--- src/rtl/npu_host_driver.sv ---
// npu_host_driver: host-side load/read master for the NPU bus; `define NPU_DRV_TIMEOUT_EN adds a ready-wait timeout
module npu_host_driver #(
  parameter int DW       = 32,
  parameter int WCNT_W   = 12,
  parameter int OUT_LAT  = 1,
  parameter int WAIT_MAX = 4095
) (
  input  logic              clk,
  input  logic              rst,
  input  logic              start,
  input  logic [1:0]        cfg_layers,
  input  logic [4:0]        cfg_in,
  input  logic [4:0]        cfg_h1,
  input  logic [4:0]        cfg_h2,
  input  logic [4:0]        cfg_out,
  input  logic              cfg_act,
  input  logic [WCNT_W-1:0] cfg_num_w,
  input  logic              src_valid,
  input  logic [DW-1:0]     src_data,
  output logic              src_ready,
  output logic              npu_we,
  output logic              npu_oe,
  output logic [DW-1:0]     npu_data_o,
  output logic              npu_data_oe,
  input  logic [DW-1:0]     npu_data_i,
  input  logic              npu_ready,
  output logic              res_valid,
  output logic [DW-1:0]     res_data,
  output logic [4:0]        res_idx,
  output logic              busy,
  output logic              done,
  output logic              err
);
  localparam logic [2:0] S_IDLE = 3'd0;
  localparam logic [2:0] S_CFG  = 3'd1;
  localparam logic [2:0] S_WGT  = 3'd2;
  localparam logic [2:0] S_INP  = 3'd3;
  localparam logic [2:0] S_WAIT = 3'd4;
  localparam logic [2:0] S_READ = 3'd5;
  if (OUT_LAT < 1 || WAIT_MAX < 1) begin : g_bad_param
    $error("npu_host_driver: OUT_LAT and WAIT_MAX must be >= 1");
  end
  logic [2:0]        state;
  logic [WCNT_W-1:0] cnt;
  logic [1:0]        l_layers;
  logic [4:0]        l_in, l_h1, l_h2, l_out;
  logic              l_act;
  logic [WCNT_W-1:0] l_num_w;
  logic [DW-1:0]     data_q;
  logic              res_last;
  logic [DW-1:0]     cfg_word;
  logic [DW-1:0]     drv;
  logic              in_stream;
  logic              last_w, last_in;
  logic              rd_take, rd_last;
  logic [WCNT_W-1:0] rd_off;
`ifdef NPU_DRV_TIMEOUT_EN
  localparam int WW = $clog2(WAIT_MAX + 1);
  logic [WW-1:0] wcnt;
`else
  assign err = 1'b0;
`endif
  // bus drive, handshake and read-window decode from the current phase
  always_comb begin
    cfg_word  = cnt[2:0] == 3'd0 ? DW'(l_layers) :
                cnt[2:0] == 3'd1 ? DW'(l_in) :
                cnt[2:0] == 3'd2 ? DW'(l_h1) :
                cnt[2:0] == 3'd3 ? DW'(l_h2) :
                cnt[2:0] == 3'd4 ? DW'(l_out) : DW'(l_act);
    in_stream   = state == S_WGT || state == S_INP;
    src_ready   = in_stream;
    npu_we      = state == S_CFG || (in_stream && src_valid);
    drv         = state == S_CFG ? cfg_word : src_data;
    npu_data_o  = npu_we ? drv : data_q;
    npu_data_oe = state == S_CFG || in_stream;
    npu_oe      = state == S_READ;
    busy        = state != S_IDLE;
    last_w      = cnt == l_num_w - 1'b1;
    last_in     = cnt == WCNT_W'(l_in);
    rd_off      = cnt - WCNT_W'(OUT_LAT);
    rd_take     = state == S_READ && cnt >= WCNT_W'(OUT_LAT);
    rd_last     = rd_take && rd_off == WCNT_W'(l_out);
  end
  // phase sequencing, config latch, held bus value and result capture
  always_ff @(posedge clk or negedge rst) begin
    if (!rst) begin
      state     <= S_IDLE;
      cnt       <= '0;
      l_layers  <= '0;
      l_in      <= '0;
      l_h1      <= '0;
      l_h2      <= '0;
      l_out     <= '0;
      l_act     <= 1'b0;
      l_num_w   <= '0;
      data_q    <= '0;
      res_valid <= 1'b0;
      res_data  <= '0;
      res_idx   <= '0;
      res_last  <= 1'b0;
      done      <= 1'b0;
`ifdef NPU_DRV_TIMEOUT_EN
      wcnt      <= '0;
      err       <= 1'b0;
`endif
    end else begin
      res_valid <= 1'b0;
      done      <= res_valid & res_last;
      if (npu_we) data_q <= drv;
      case (state)
        S_IDLE: if (start) begin
          state    <= S_CFG;
          cnt      <= '0;
          l_layers <= cfg_layers;
          l_in     <= cfg_in;
          l_h1     <= cfg_h1;
          l_h2     <= cfg_h2;
          l_out    <= cfg_out;
          l_act    <= cfg_act;
          l_num_w  <= cfg_num_w;
`ifdef NPU_DRV_TIMEOUT_EN
          err      <= 1'b0;
`endif
        end
        S_CFG: begin
          cnt   <= cnt == WCNT_W'(5) ? '0 : cnt + 1'b1;
          state <= cnt == WCNT_W'(5) ? S_WGT : S_CFG;
        end
        S_WGT: if (src_valid) begin
          cnt   <= last_w ? '0 : cnt + 1'b1;
          state <= last_w ? S_INP : S_WGT;
        end
        S_INP: if (src_valid) begin
          cnt   <= last_in ? '0 : cnt + 1'b1;
          state <= last_in ? S_WAIT : S_INP;
        end
`ifdef NPU_DRV_TIMEOUT_EN
        S_WAIT: if (npu_ready) begin
          state <= S_READ;
          cnt   <= '0;
          wcnt  <= '0;
        end else if (wcnt == WW'(WAIT_MAX - 1)) begin
          state <= S_IDLE;
          wcnt  <= '0;
          err   <= 1'b1;
        end else begin
          wcnt  <= wcnt + 1'b1;
        end
`else
        S_WAIT: if (npu_ready) begin
          state <= S_READ;
          cnt   <= '0;
        end
`endif
        S_READ: begin
          cnt <= cnt + 1'b1;
          if (rd_take) begin
            res_valid <= 1'b1;
            res_data  <= npu_data_i;
            res_idx   <= rd_off[4:0];
            res_last  <= rd_last;
          end
          if (rd_last) state <= S_IDLE;
        end
        default: state <= S_IDLE;
      endcase
    end
  end
endmodule

--- config.mk ---
export PLATFORM = sky130hd
export DESIGN_NAME = npu_host_driver
export DESIGN_NICKNAME = d
export VERILOG_FILES = /design/src/rtl/npu_host_driver.sv
export SDC_FILE = /design/constraint.sdc
export NUM_CORES = 1
export LEC_CHECK = 0
export CAP_MARGIN = 5
export CORE_UTILIZATION = 35
export CTS_CLUSTER_DIAMETER = 30
export DETAILED_ROUTE_END_ITERATION = 8
export PLACE_DENSITY_LB_ADDON = 0.1
export SYNTH_ARGS = -nofsm -noshare
export SYNTH_HDL_FRONTEND = slang
export SYNTH_SLANG_ARGS = --single-unit
--- constraint.sdc ---
create_clock -name clk -period 2.6 [get_ports clk]
set_input_delay 0.78 -clock clk [delete_from_list [all_inputs] [get_ports clk]]
set_output_delay 0.78 -clock clk [all_outputs]
set_load 0.005 [all_outputs]
==> impl_metrics.env, run 1 <==
export IMPL_vias_per_cell=5.128
export IMPL_cp_arrival_ns=2.59
export IMPL_pwr_density_cell_nw_per_um2=1340
export IMPL_regArea_um2=3053
export IMPL_synth_warnings=0
export IMPL_final_cell_mix="nand2_1 (168), clkdlybuf4s50_1 (141), dfrtp_1 (122)"
export IMPL_final_setup_worst_slack_ns=-0.7682
export IMPL_tightestPinTransition_ns=0.6400
export IMPL_ys_ff_latch=122
export IMPL_grt_usage=0.2363
export IMPL_num_vias=6348
export IMPL_cts_tree="yes"
export IMPL_p_total_w=0.01457
export IMPL_path_clk_slew_ns=0.05
export IMPL_syn_avg_cell_area_um2=9.128
export IMPL_chipWidth_um=133.6
export IMPL_dieArea_um2=17850
export IMPL_dpl_hpwl_um=13120
export IMPL_finalWeightedCongestion=0.8496
export IMPL_final_max_slew_violation_count=0
export IMPL_start_util=0.3616
export IMPL_cp_required_ns=1.82
export IMPL_clock_skew_ns=0.009184
export IMPL_max_cap_viol_count=0
export IMPL_std_cell_rows=47
export IMPL_ys_types=66
export IMPL_async_flop_share=1.000
export IMPL_timing_fmax_ghz=0.2969
export IMPL_n_fill_cell=1220
export IMPL_synth_edf_count=0
export IMPL_fin_nets=1119
export IMPL_syn_nets=775
export IMPL_cts_sinks=122
export IMPL_status="complete, but fails checks"
export IMPL_syn_area_um2=6061
export IMPL_ir_drop_uv=725.7
export IMPL_drtIter0Drc=486
export IMPL_insertion_delay_ns=0.42
export IMPL_cp_max_fo=4
export IMPL_cp_slowest_cell="dfrtp_1"
export IMPL_cp_start_kind="register"
export IMPL_area_growth_pct=79.34
export IMPL_period_minus_slack_ns=3.368
export IMPL_h_tree_depth=4
export IMPL_violations="negative setup slack"
export IMPL_layout_commonest_cell="nand2_1"
export IMPL_crit_top_cell="o21ai_1"
export IMPL_wl_per_cell_um=19.17
export IMPL_grt_start_max_net_pins=52
export IMPL_multi_input_area_um2=3417
export IMPL_crit_path_max_incr_delay_ns=0.43
export IMPL_cts_buffer_depth=2
export IMPL_post_route_period_util=1.295
export IMPL_wirelength_um=23730
export IMPL_p_leak_nw=5.015
export IMPL_cts_buffers=17
export IMPL_route_detailed_drc=0
export IMPL_gr_total_overflow=0
export IMPL_critical_path_class="register to output pin"
export IMPL_cp_end_kind="output pin"
export IMPL_hp_class="input port to asynchronous set/reset pin"
export IMPL_firstDrtPassIters=5
export IMPL_hold_buffers=0
export IMPL_grt_antenna_before_repair=0
export IMPL_num_antenna_cells=0
export IMPL_coreArea_um2=16760
export IMPL_setup_violations=34
export IMPL_grt_pass1_wl_um=32910
export IMPL_rsz0062_at_grt="true"
export IMPL_fin_area_um2=10870
export IMPL_final_antenna_net_count=0
export IMPL_grt_pass1_vias=6120
export IMPL_ctsRootBufferMaster="clkbuf_16"
export IMPL_yosysSeqAreaShare=0.5037
export IMPL_drive_above_1_share=0.3802
export IMPL_fp_dieH_um=133.6
export IMPL_crit_chain="ha_4 -> ha_4 -> and3b_2 -> a22o_1 -> mux2i_1 -> a2bb2oi_1 -> o21ai_1 -> o21ai_1 -> o21ai_1 -> buf_2"
export IMPL_synth_cells=664
export IMPL_synth_flop_cell="dfrtp_1"
export IMPL_port_buffers=179
export IMPL_hold_viol_final=0
export IMPL_slew_headroom=0.5694
export IMPL_pin_count=181
export IMPL_place_area_um2=8587
## power by group
group	switching, W	leakage (nW)	internal (W)	total [W]
clock	0.000833	0.271	0.00151	0.00234
sequential	0.000645	1.44	0.00273	0.00337
combinational	0.00402	3.30	0.00483	0.00885
## worst max-delay path: cells and delay by family, from the launching register on
| kind | cells | cell delay [ns] |
|---|---|---|
| AND/OR/NAND/NOR | 1 | 0.26 |
| adder cells (fa/ha/maj) | 2 | 0.34 |
| flip-flops | 1 | 0.43 |
| multiplexers | 1 | 0.09 |
| AO/OA/AOI/OAI | 5 | 0.88 |
| buffers and inverters | 1 | 0.18 |
## worst paths after layout
kind | endpoint | start | depth (start not counted) | slack (ns)
setup / recovery | npu_data_o[4] | cnt[1] | 10 | -0.77
hold / removal | data_q[30] | rst | 1 | 0.33
setup reg to reg | data_q[27] | state[2] | 17 | -0.02
hold reg to reg | res_last | res_last | 1 | 0.47
max in group asynchronous | res_data[3] | rst | 2 | 1.58
min in group clk | res_last | res_last | 1 | 0.47
## through the flow
step / hold slack, ns / std cells / util / TNS (ns) / setup WS, ns
2_1_floorplan: 0.4414 / 664 / - / -0.03753 / -0.03753
3_3_place_gp: 0.4424 / 1096 / 0.5124 / -17.10 / -0.6868
3_5_place_dp: 0.4509 / 1096 / 0.5124 / -18.83 / -0.8564
4_1_cts: 0.3346 / 1215 / 0.6049 / -6.876 / -0.6451
5_1_grt: 0.3529 / 1238 / 0.6485 / -10.67 / -0.8556
6_report: 0.3347 / 1238 / 0.6485 / -8.212 / -0.7682
## per-layer routing
metal	vias up	wire length [um]	GRT usage
met5	-	0	0
met4	0	733	0.07765
met3	59	1488	0.05327
met2	270	11660	0.3845
met1	3083	9852	0.3107
li1	2936	-	-
## flip-flops by register name, indices dropped and copies added, names as in the netlist, 2 cells and up
register,count
cnt,12
l_layers,2
state,3
l_num_w,12
l_out,5
res_idx,5
l_in,5
l_h1,5
l_h2,5
data_q,32
res_data,32
## Yosys cell counts, types with 3 or more instances
| master | n | area share |
|---|---|---|
| nor3_1 | 14 | 0.012 |
| buf_1 | 7 | 0.0043 |
| mux2i_1 | 4 | 0.0066 |
| ha_1 | 7 | 0.014 |
| o21ai_0 | 22 | 0.018 |
| nor3b_1 | 4 | 0.0050 |
| nor2b_1 | 5 | 0.0052 |
| or3_1 | 7 | 0.0072 |
| dfrtp_1 | 122 | 0.50 |
| a22o_1 | 3 | 0.0043 |
| o22ai_1 | 6 | 0.0062 |
| mux2_2 | 31 | 0.058 |
| a31oi_1 | 3 | 0.0031 |
| and2_1 | 6 | 0.0062 |
| a21oi_1 | 17 | 0.014 |
| o21ai_1 | 6 | 0.0050 |
| nor2_1 | 31 | 0.019 |
| xnor2_1 | 13 | 0.019 |
| nand3_1 | 38 | 0.031 |
| clkbuf_1 | 31 | 0.019 |
| inv_1 | 11 | 0.0068 |
| nand2_1 | 202 | 0.13 |
| xor2_1 | 12 | 0.017 |
| nor4_1 | 4 | 0.0041 |
| nand2b_1 | 3 | 0.0031 |
| nand4_1 | 5 | 0.0052 |
## cell type report
class	count	share of cell area
Multi-Input combinational cell	488	0.3144
Timing Repair Buffer	366	0.3215
Tap cell	220	0.02533
Sequential cell	122	0.2809
Inverter	13	0.005180
Clock inverter	8	0.01128
Clock buffer	21	0.04144
## cell families after synthesis
group / count (synthesis) / synth area share
AO/OA/AOI/OAI: 88 / 0.1016
XOR/XNOR: 25 / 0.03613
adder cells (fa/ha/maj): 7 / 0.01445
buffers and inverters: 54 / 0.03551
flip-flops: 122 / 0.5037
multiplexers: 35 / 0.06420
other: 1 / 0.0006187
AND/OR/NAND/NOR: 332 / 0.2438
## repair_timing
action,CTS,global route
endpoints found under the setup margin,37,52
setup buffers,91,41
cloned,4,2
gates resized for setup,241,132
pin swaps,50,68
endpoints found under the hold margin,0,0
(Power assumes the default switching activity.)
==> run 2, diff against run 1 <==
--- a/config.mk
+++ b/config.mk
@@ -9,6 +9,7 @@
 export CORE_UTILIZATION = 35
 export CTS_CLUSTER_DIAMETER = 30
 export DETAILED_ROUTE_END_ITERATION = 8
+export GPL_ROUTABILITY_DRIVEN = 0
 export PLACE_DENSITY_LB_ADDON = 0.1
 export SYNTH_ARGS = -nofsm -noshare
 export SYNTH_HDL_FRONTEND = slang
==> results of run 2 <==
Final layout, timing and power as in run 1 (identical DEF).
